## src/rtl/tone_pkg.sv

```systemverilog
// rtl/tone_pkg.sv - shared types and saturation helper for the tone generator
package tone_pkg;

    typedef enum logic [1:0] {
        SAW    = 2'b00,
        SQUARE = 2'b01,
        TRI    = 2'b10,
        SILENT = 2'b11
    } wave_e;

    typedef enum logic [1:0] {
        IDLE = 2'b00,
        RUN  = 2'b01,
        OUT  = 2'b10
    } state_e;

    // Returns {over, under} for a signed value against a w-bit signed range.
    // Callers keep the low w bits when neither flag is set.
    function automatic logic [1:0] sat_flags(input logic signed [31:0] v, input int w);
        logic signed [31:0] hi;
        logic signed [31:0] lo;
        hi = (32'sd1 <<< (w - 1)) - 32'sd1;
        lo = -(32'sd1 <<< (w - 1));
        sat_flags = {v > hi, v < lo};
    endfunction

endpackage

```

## src/rtl/tone_wave_shaper.sv

```systemverilog
// rtl/tone_wave_shaper.sv - maps phase, waveform select and level to an attenuated sample
module tone_wave_shaper
    import tone_pkg::*;
#(
    parameter int SAMPLE_W = 16
) (
    input  logic [SAMPLE_W-1:0]        p,
    input  logic [1:0]                 wave,
    input  logic [2:0]                 level,
    output logic signed [SAMPLE_W-1:0] w
);

    localparam int MSB = SAMPLE_W - 1;

    logic signed [SAMPLE_W-1:0] raw;
    logic [SAMPLE_W-1:0]        fold;

    // Build the full-scale waveform, then attenuate with an arithmetic shift
    always_comb begin
        raw  = '0;
        fold = (p[MSB] ? ~p : p) << 1;
        case (wave_e'(wave))
            SAW:     raw = {~p[MSB], p[MSB-1:0]};
            SQUARE:  raw = p[MSB] ? {1'b1, {(SAMPLE_W-1){1'b0}}}
                                  : {1'b0, {(SAMPLE_W-1){1'b1}}};
            TRI:     raw = {~fold[MSB], fold[MSB-1:0]};
            default: raw = '0;
        endcase
        w = raw >>> level;
    end

endmodule

```

## src/rtl/tone_gen.sv

```systemverilog
// rtl/tone_gen.sv - multi-channel test-tone generator with saturated stereo mix
module tone_gen
    import tone_pkg::*;
#(
    parameter int NUM_CH   = 4,
    parameter int ACC_W    = 24,
    parameter int FCW_W    = 16,
    parameter int SAMPLE_W = 16
) (
    input  logic                    i_clk,
    input  logic                    i_rst_n,
    input  logic [NUM_CH*FCW_W-1:0] i_fcw,
    input  logic [NUM_CH*2-1:0]     i_wave,
    input  logic [NUM_CH*3-1:0]     i_level,
    input  logic [NUM_CH*2-1:0]     i_pan,
    input  logic                    i_phase_clr,
    input  logic                    i_sample_req,
    output logic [2*SAMPLE_W-1:0]   o_sample,
    output logic                    o_valid,
    output logic                    o_busy
);

    localparam int MIX_W = SAMPLE_W + $clog2(NUM_CH) + 1;
    localparam int CH_W  = (NUM_CH > 1) ? $clog2(NUM_CH) : 1;
    localparam logic [CH_W-1:0] LAST_CH = CH_W'(NUM_CH - 1);

    state_e state_q, state_d;

    logic [ACC_W-1:0]        acc [NUM_CH];
    logic [CH_W-1:0]         ch;
    logic signed [MIX_W-1:0] sum_l, sum_r;

    logic [FCW_W-1:0]           cur_fcw;
    logic [1:0]                 cur_wave;
    logic [2:0]                 cur_level;
    logic [1:0]                 cur_pan;
    logic [SAMPLE_W-1:0]        cur_p;
    logic signed [SAMPLE_W-1:0] cur_w;
    logic signed [MIX_W-1:0]    cur_w_ext;
    logic [1:0]                 sat_l, sat_r;
    logic [SAMPLE_W-1:0]        out_l, out_r;

    localparam logic [SAMPLE_W-1:0] S_MAX = {1'b0, {(SAMPLE_W-1){1'b1}}};
    localparam logic [SAMPLE_W-1:0] S_MIN = {1'b1, {(SAMPLE_W-1){1'b0}}};

    // Select the configuration and pre-update phase of the channel being processed
    always_comb begin
        cur_fcw   = i_fcw[ch*FCW_W +: FCW_W];
        cur_wave  = i_wave[ch*2 +: 2];
        cur_level = i_level[ch*3 +: 3];
        cur_pan   = i_pan[ch*2 +: 2];
        cur_p     = acc[ch][ACC_W-1 -: SAMPLE_W];
    end

    tone_wave_shaper #(
        .SAMPLE_W (SAMPLE_W)
    ) u_shaper (
        .p     (cur_p),
        .wave  (cur_wave),
        .level (cur_level),
        .w     (cur_w)
    );

    assign cur_w_ext = {{(MIX_W-SAMPLE_W){cur_w[SAMPLE_W-1]}}, cur_w};

    // Clamp both mix sums to the output range
    always_comb begin
        sat_l = sat_flags(32'(sum_l), SAMPLE_W);
        sat_r = sat_flags(32'(sum_r), SAMPLE_W);
        out_l = sat_l[1] ? S_MAX : (sat_l[0] ? S_MIN : sum_l[SAMPLE_W-1:0]);
        out_r = sat_r[1] ? S_MAX : (sat_r[0] ? S_MIN : sum_r[SAMPLE_W-1:0]);
    end

    // State register
    always_ff @(posedge i_clk or negedge i_rst_n) begin
        if (!i_rst_n) begin
            state_q <= IDLE;
        end else begin
            state_q <= state_d;
        end
    end

    // Next-state logic: accept a request, walk all channels, then publish
    always_comb begin
        state_d = state_q;
        case (state_q)
            IDLE:    if (i_sample_req) state_d = RUN;
            RUN:     if (ch == LAST_CH) state_d = OUT;
            OUT:     state_d = IDLE;
            default: state_d = IDLE;
        endcase
    end

    assign o_busy = (state_q != IDLE);

    // Accumulators, channel counter, mix sums and registered outputs
    always_ff @(posedge i_clk or negedge i_rst_n) begin
        if (!i_rst_n) begin
            for (int n = 0; n < NUM_CH; n++) begin
                acc[n] <= '0;
            end
            ch       <= '0;
            sum_l    <= '0;
            sum_r    <= '0;
            o_sample <= '0;
            o_valid  <= 1'b0;
        end else begin
            o_valid <= 1'b0;
            case (state_q)
                IDLE: begin
                    if (i_phase_clr) begin
                        for (int n = 0; n < NUM_CH; n++) begin
                            acc[n] <= '0;
                        end
                    end
                    if (i_sample_req) begin
                        ch    <= '0;
                        sum_l <= '0;
                        sum_r <= '0;
                    end
                end
                RUN: begin
                    if (cur_pan[1]) sum_l <= sum_l + cur_w_ext;
                    if (cur_pan[0]) sum_r <= sum_r + cur_w_ext;
                    acc[ch] <= acc[ch] + ACC_W'(cur_fcw);
                    ch      <= ch + 1'b1;
                end
                OUT: begin
                    o_sample <= {out_l, out_r};
                    o_valid  <= 1'b1;
                end
                default: ;
            endcase
        end
    end

endmodule

```

## config.mk

```make
export PLATFORM = sky130hd
export DESIGN_NAME = tone_gen
export DESIGN_NICKNAME = d
export VERILOG_FILES = /design/src/rtl/tone_pkg.sv /design/src/rtl/tone_wave_shaper.sv /design/src/rtl/tone_gen.sv
export SDC_FILE = /design/constraint.sdc
export NUM_CORES = 1
export LEC_CHECK = 0
export CORE_MARGIN = 1.5
export CORE_UTILIZATION = 62
export DETAILED_ROUTE_END_ITERATION = 10
export PLACE_DENSITY_LB_ADDON = 0.15
export SLEW_MARGIN = 40
export SYNTH_ARGS = -nofsm -noshare
export SYNTH_HDL_FRONTEND = slang
export SYNTH_HIERARCHICAL = 1
export SYNTH_SLANG_ARGS = --single-unit
```

## constraint.sdc

```tcl
create_clock -name i_clk -period 13.45 [get_ports i_clk]
set_input_delay 2.69 -clock i_clk [delete_from_list [all_inputs] [get_ports i_clk]]
set_output_delay 2.69 -clock i_clk [all_outputs]
set_load 0.02 [all_outputs]
```

# Yosys cells after proc, flatten, opt, wreduce, memory -nomap -nowiden
# Index checks and enable logic that the tools add are counted.
dict set report word_totals {
  n_memories 0
  mem_bits_ro 0
  mem_bits_rw 0
  register_bits 171
  out_inout_bits 34
  latch_bits 0
}
dict set report op_classes {
  multipliers 1
  magnitude_cmp 6
  add_sub_neg 4
  shifts 5
  n_div 0
  eq_ne 10
  n_mux 26
  n_bitwise 4
  reduce_logical 10
}
# cell count
set ops {}
lappend ops {{one-hot mux 96 bit (2 select lines)} 1}
lappend ops {{bitwise mux 96 bit} 1}
lappend ops {{two-way mux 96 bit} 1}
lappend ops {{two-way mux 16 bit} 5}
lappend ops {{one-hot mux 19 bit (2 select lines)} 2}
lappend ops {{two-way mux 24 bit} 3}
lappend ops {{variable part select 64 x 7 -> 16 bit} 1}
lappend ops {{two-way mux 19 bit} 3}
lappend ops {{binary-select mux 24 bit (select 2 bit)} 1}
lappend ops {{demux 24 bit (select 2 bit)} 1}
lappend ops {{one-hot mux 16 bit (3 select lines)} 1}
lappend ops {{adder 19 x 16 -> 19 bit} 2}
lappend ops {{greater-than comparator 19 x 16 -> 1 bit, second input constant} 2}
lappend ops {{< comparator 19 x 16 -> 1 bit, second input constant} 2}
lappend ops {{adder 24 x 16 -> 24 bit} 1}
lappend ops {{variable part select 8 x 4 -> 2 bit} 2}
lappend ops {{>>> shifter 16 x 3 -> 16 bit} 1}
lappend ops {{two-way mux 15 bit} 1}
lappend ops {{inverter 15 bit} 1}
lappend ops {{variable part select 12 x 5 -> 3 bit} 1}
lappend ops {{!= test 2 bit, second input constant} 5}
lappend ops {{one-hot mux 2 bit (2 select lines)} 2}
lappend ops {{equality test 2 bit, second input constant} 3}
lappend ops {{two-way mux 2 bit} 3}
lappend ops {{other kinds (13)} 20}

# Depth between registers and ports, before layout
dict set report depth {
  depth_word 12
  depth_mapped 22
}

# Cells and area by module
# The synthesis kept the hierarchy.
# mod cells_each n_inst seq_area_each_um2 area_per_inst_um2
set modules_own_cells {}
lappend modules_own_cells {tone_gen 992 1 4279.1 10171.0}
lappend modules_own_cells {tone_wave_shaper 169 1 0.0 1236.2}

# Least setup slack after synthesis
# No wires, ideal clock.
dict set report synth_timing {
  path_type {input to register}
  start {input i_wave[7]}
  end {register sum_r[18]}
  required_ns 13.319
  stages 19
  path_slack_ns 6.894
  n_path_buf 3
  arrival_ns 6.425
  path_cell_list {mux4_2 > buf_2 > buf_2 > buf_4 > nor3b_1 > nor4_1 > and2_1 > o21ai_0 > a22o_1 > ha_1 > inv_1 > fa_1 > nand2b_1 > a211oi_1 > o41a_1 > a31oi_1 > o41ai_1 > a211o_1 > nand4_1}
}
dict set report synth_via {
  elab_chain_len 7
  word_cells_on_any_way 9
  classes_between {1 x add/sub; 2 x eq/ne; 2 x shift; 3 x mux; 1 x reduce/logical}
}
# element line
set synth_rtl {}
lappend synth_rtl {{from (decl)} tone_gen.sv:13} ;# input logic [NUM_CH*2-1:0] i_wave,
lappend synth_rtl {{variable part select 8 x 4 -> 2 bit (*)} tone_gen.sv:49} ;# cur_wave = i_wave[ch*2 +: 2];
lappend synth_rtl {{equality test 2 bit, or another cell as far along} tone_wave_shaper.sv:22} ;# case (wave_e'(wave))
lappend synth_rtl {{one-hot mux 16 bit (3 select lines) (*)} tone_wave_shaper.sv:22}
lappend synth_rtl {{>>> shifter 16 x 3 -> 16 bit (*)} tone_wave_shaper.sv:29} ;# w = raw >>> level;
lappend synth_rtl {{named net cur_w[0]} tone_gen.sv:38} ;# logic signed [SAMPLE_W-1:0] cur_w;
lappend synth_rtl {{adder 19 x 16 -> 19 bit (*)} tone_gen.sv:124} ;# if (cur_pan[0]) sum_r <= sum_r + cur_w_ext;
lappend synth_rtl {{two-way mux 19 bit (*)} tone_gen.sv:124}
lappend synth_rtl {{one-hot mux 19 bit (2 select lines) (*)} tone_gen.sv:109} ;# case (state_q)
lappend synth_rtl {{to (signal assigned)} tone_gen.sv:124}
lappend synth_rtl {{to (decl)} tone_gen.sv:31} ;# logic signed [MIX_W-1:0] sum_l, sum_r;
# Mark *: on every way through the listed nets, which the timed path passes. The rest lies on a longest branch. The select of a mux whose other input is x is not followed.
# A chain may end at the register's enable or synchronous reset.

# Worst setup path after layout
dict set report layout_timing {
  start {input i_wave[4]}
  end {register sum_r[18]}
}
dict set report layout_via {
  elab_chain_len 7
  word_cells_on_any_way 9
  classes_between {1 x add/sub; 2 x eq/ne; 2 x shift; 3 x mux; 1 x reduce/logical}
}
# element line
set layout_rtl {}
lappend layout_rtl {{variable part select 8 x 4 -> 2 bit (*)} tone_gen.sv:49}
lappend layout_rtl {{named net cur_wave[0]} tone_gen.sv:34} ;# logic [1:0] cur_wave;
lappend layout_rtl {{equality test 2 bit, or another cell as far along} tone_wave_shaper.sv:22}
lappend layout_rtl {{one-hot mux 16 bit (3 select lines) (*)} tone_wave_shaper.sv:22}
lappend layout_rtl {{>>> shifter 16 x 3 -> 16 bit (*)} tone_wave_shaper.sv:29}
lappend layout_rtl {{named net cur_w[1]} tone_gen.sv:38}
lappend layout_rtl {{adder 19 x 16 -> 19 bit (*)} tone_gen.sv:124}
lappend layout_rtl {{two-way mux 19 bit (*)} tone_gen.sv:124}
lappend layout_rtl {{one-hot mux 19 bit (2 select lines) (*)} tone_gen.sv:109}
# Marked as above.

==> impl_metrics.env <==
export IMPL_status="complete, no violations"
export IMPL_ctsLongestPathBuffers=2
export IMPL_synth_seq_cells=171
export IMPL_drt_iter0_drc=827
export IMPL_grt_usage_pct=30.3
export IMPL_hold_viol=0
export IMPL_holdPathEnd="o_sample[25]"
export IMPL_critPathTopFamily="compound AO/OA/AOI/OAI gates"
export IMPL_setup_tns_final_ns=0
export IMPL_initial_core_util_pct=63.3
export IMPL_dp_hpwl_mm=19.8
export IMPL_hold_buffers=0
export IMPL_finalSetupViolCount=0
export IMPL_start_kind="input port"
export IMPL_areaGrowthSynthToFinish_pct=16.9
export IMPL_avgRoutedWirePerCell_um=19.6
export IMPL_drv_cap=0
export IMPL_port_buffers=129
export IMPL_clk_pin_slew_ns=0.07
export IMPL_max_slew_margin_pct=42.6
export IMPL_synth_seq_area_share_pct=37.5
export IMPL_async_reset_ff_share_pct=100
export IMPL_grt_pass1_vias=9547
export IMPL_antenna_cells=0
export IMPL_place_congestion=0.917
export IMPL_rsz0062_at_grt="false"
export IMPL_hold_path_class="register to register"
export IMPL_cp_slowest_stage_delay_ns=0.76
export IMPL_layout_drive_gt1_share_pct=9.82
export IMPL_synth_warnings=6
export IMPL_synth_top_area_share_pct=37.5
export IMPL_core_area_um2=18000
export IMPL_syn_area_um2=11400
export IMPL_gr_total_overflow=0
export IMPL_fin_nets=1394
export IMPL_slowest_stage="mux4_2"
export IMPL_die_width_um=139
export IMPL_finalMaxSlewViolations=0
export IMPL_cts_made_buffers=17
export IMPL_reg2reg_depth=16
export IMPL_route_detailed_drc=0
export IMPL_grt_max_degree=96
export IMPL_clkLatencyLatePin_ns=0.44
export IMPL_drt_wl_total_mm=29.0
export IMPL_post_cts_repair_setup_buffers=0
export IMPL_htreeDepth=4
export IMPL_grt_antenna_before_repair=0
export IMPL_synth_edf_count=0
export IMPL_reg2reg_to="sum_r[18]"
export IMPL_required_ns=13.77
export IMPL_worstPathCellList="clkdlybuf4s50_1, mux4_2, nor3b_4, or4_1, mux2i_1, mux2_2, o221ai_1, inv_1, fa_1, nand2b_1, a211oi_1, o41a_1, a31oi_1, o41ai_1, a211o_1, nand4_1"
export IMPL_max_freq_mhz=130
export IMPL_yosysUniqueCellTypes=75
export IMPL_first_pass_iters=6
export IMPL_yosys_top_cells_count="178 x nand2_1, 171 x dfrtp_1, 111 x o21ai_0"
export IMPL_worst_pin_slew_ns=0.861
export IMPL_synthCells=1161
export IMPL_ctsResizeCount=0
export IMPL_die_h_um=139
export IMPL_critPathKind="input port to register"
export IMPL_via_per_inst=6.59
export IMPL_ys_flop_type="dfrtp_1"
export IMPL_crit_buf_inv=2
export IMPL_ios=130
export IMPL_cts_tree="done"
export IMPL_cts_num_sinks=171
export IMPL_clock_skew_ns=0.00851
export IMPL_worstPathArrival_ns=7.99
export IMPL_num_rows=49
export IMPL_dieArea_um2=19200
export IMPL_synth_nets=1316
export IMPL_r2r_slack_ns=7.36
export IMPL_r2r_start="ch[0]"
export IMPL_fin_crit_sh_pct=57.1
export IMPL_synth_most_common_cell="nand2_1"
export IMPL_yosysTopAreaCell="dfrtp_1"
export IMPL_netlist_top_cells_area="dfrtp_1 38%, mux4_2 9.3%, ha_1 6.1%, nand2_1 5.9%, a22o_1 5.1%"
export IMPL_finalCriticalPeriod_ns=7.67
export IMPL_hp_start="o_sample[25]"
export IMPL_cp_end_kind="register"
export IMPL_vias=9753
export IMPL_antenna_left=0
export IMPL_min_path_cells=2
export IMPL_critPathMaxFanout=49
export IMPL_avgSynthCellArea_um2=9.83
export IMPL_grt_pass1_wl_mm=47.2
export IMPL_cts_root_buf="clkbuf_16"
final cells by class:
cell class	count	area [um^2]
clock inverters	15	154
multi-input cells	892	6760
well taps	229	287
clock buffers	17	425
repair buffers	133	1330
flip-flops and latches	171	4280
fillers	1314	4690
inverters	24	90.1
cell families (layout without fill, tap and decap cells):
group           count (synthesis)  in the layout  share of synthesized area, %
simple gates                  372            372                          16.9
compound gates                345            345                          20.1
flops                         171            171                          37.5
buf+inv                        98            189                          3.52
mux                            72             72                          11.8
fa+ha+maj                      59             59                          6.67
xor+xnor                       44             44                          3.44
per-layer routing:
metal  vias to the layer above  GRT usage, %  part of all wire, %
li1                       4511             -                    -
met4                         0          13.4                  3.6
met2                       379          51.4                   49
met1                      4779          38.6                   41
met5                         -             0                    0
met3                        84          5.01                  5.6
cells in the final DEF (no fill, tap or decap), types with 7 or more instances in the layout:
cell type,count
a211oi_1,13
a21o_1,24
a21oi_1,47
a22o_1,67
and2_1,7
clkbuf_16,17
clkdlybuf4s50_1,128
dfrtp_1,169
ha_1,56
inv_1,22
mux2i_1,17
mux4_2,47
nand2_1,178
nand2b_1,15
nand3_1,19
nand4_1,9
nor2_1,39
nor3_1,11
nor3b_1,15
nor4_1,8
nor4bb_1,22
o211ai_1,8
o21ai_0,111
o21ai_1,15
o21bai_1,8
or4_1,9
xnor2_1,25
xor2_1,18
worst reg2reg max path, stage by stage, from the launching register on:
cell	delay, ns
dfrtp_4	0.50
buf_6	0.49
mux4_2	0.96
nor3b_4	0.61
or4_1	0.27
mux2i_1	0.11
mux2_2	0.31
o221ai_1	0.36
inv_1	0.17
fa_1	0.43
nand2b_1	0.19
a211oi_1	0.28
o41a_1	0.23
a31oi_1	0.17
o41ai_1	0.63
a211o_1	0.18
nand4_1	0.08
flip-flops by register name, indices dropped and copies added, names as in the netlist:
signal and count:
acc 96, ch 2, o_sample 32, o_valid 1, state_q 2, sum_l 19, sum_r 19
worst max path at each step:
stage | from | end | slack (ns) | cells after the start
4_1_cts | i_wave[4] | sum_r[18] | 5.70 | 16
2_1_floorplan | i_wave[7] | sum_r[18] | 6.89 | 19
3_5_place_dp | i_wave[4] | sum_r[18] | 5.32 | 16
3_3_place_gp | i_wave[4] | sum_r[18] | 5.46 | 16
6_report | i_wave[4] | sum_r[18] | 5.78 | 16
5_1_grt | i_wave[4] | sum_r[18] | 5.45 | 16
stage by stage:
stage / cell area, um^2 / cells / hold slack, ns / setup slack (ns) / util [%]
floorplan: 11400 / 1161 / 0.442 / 6.89 / -
global placement: 12700 / 1449 / 0.449 / 5.46 / 70.5
detailed placement: 12700 / 1449 / 0.455 / 5.32 / 70.7
CTS: 13300 / 1481 / 0.471 / 5.70 / 73.9
global route: 13300 / 1481 / 0.495 / 5.45 / 74.0
finish: 13300 / 1481 / 0.466 / 5.78 / 74.0
Power is not shown: default switching activity piles up to over one toggle a cycle in this logic, so the estimate is an artifact.
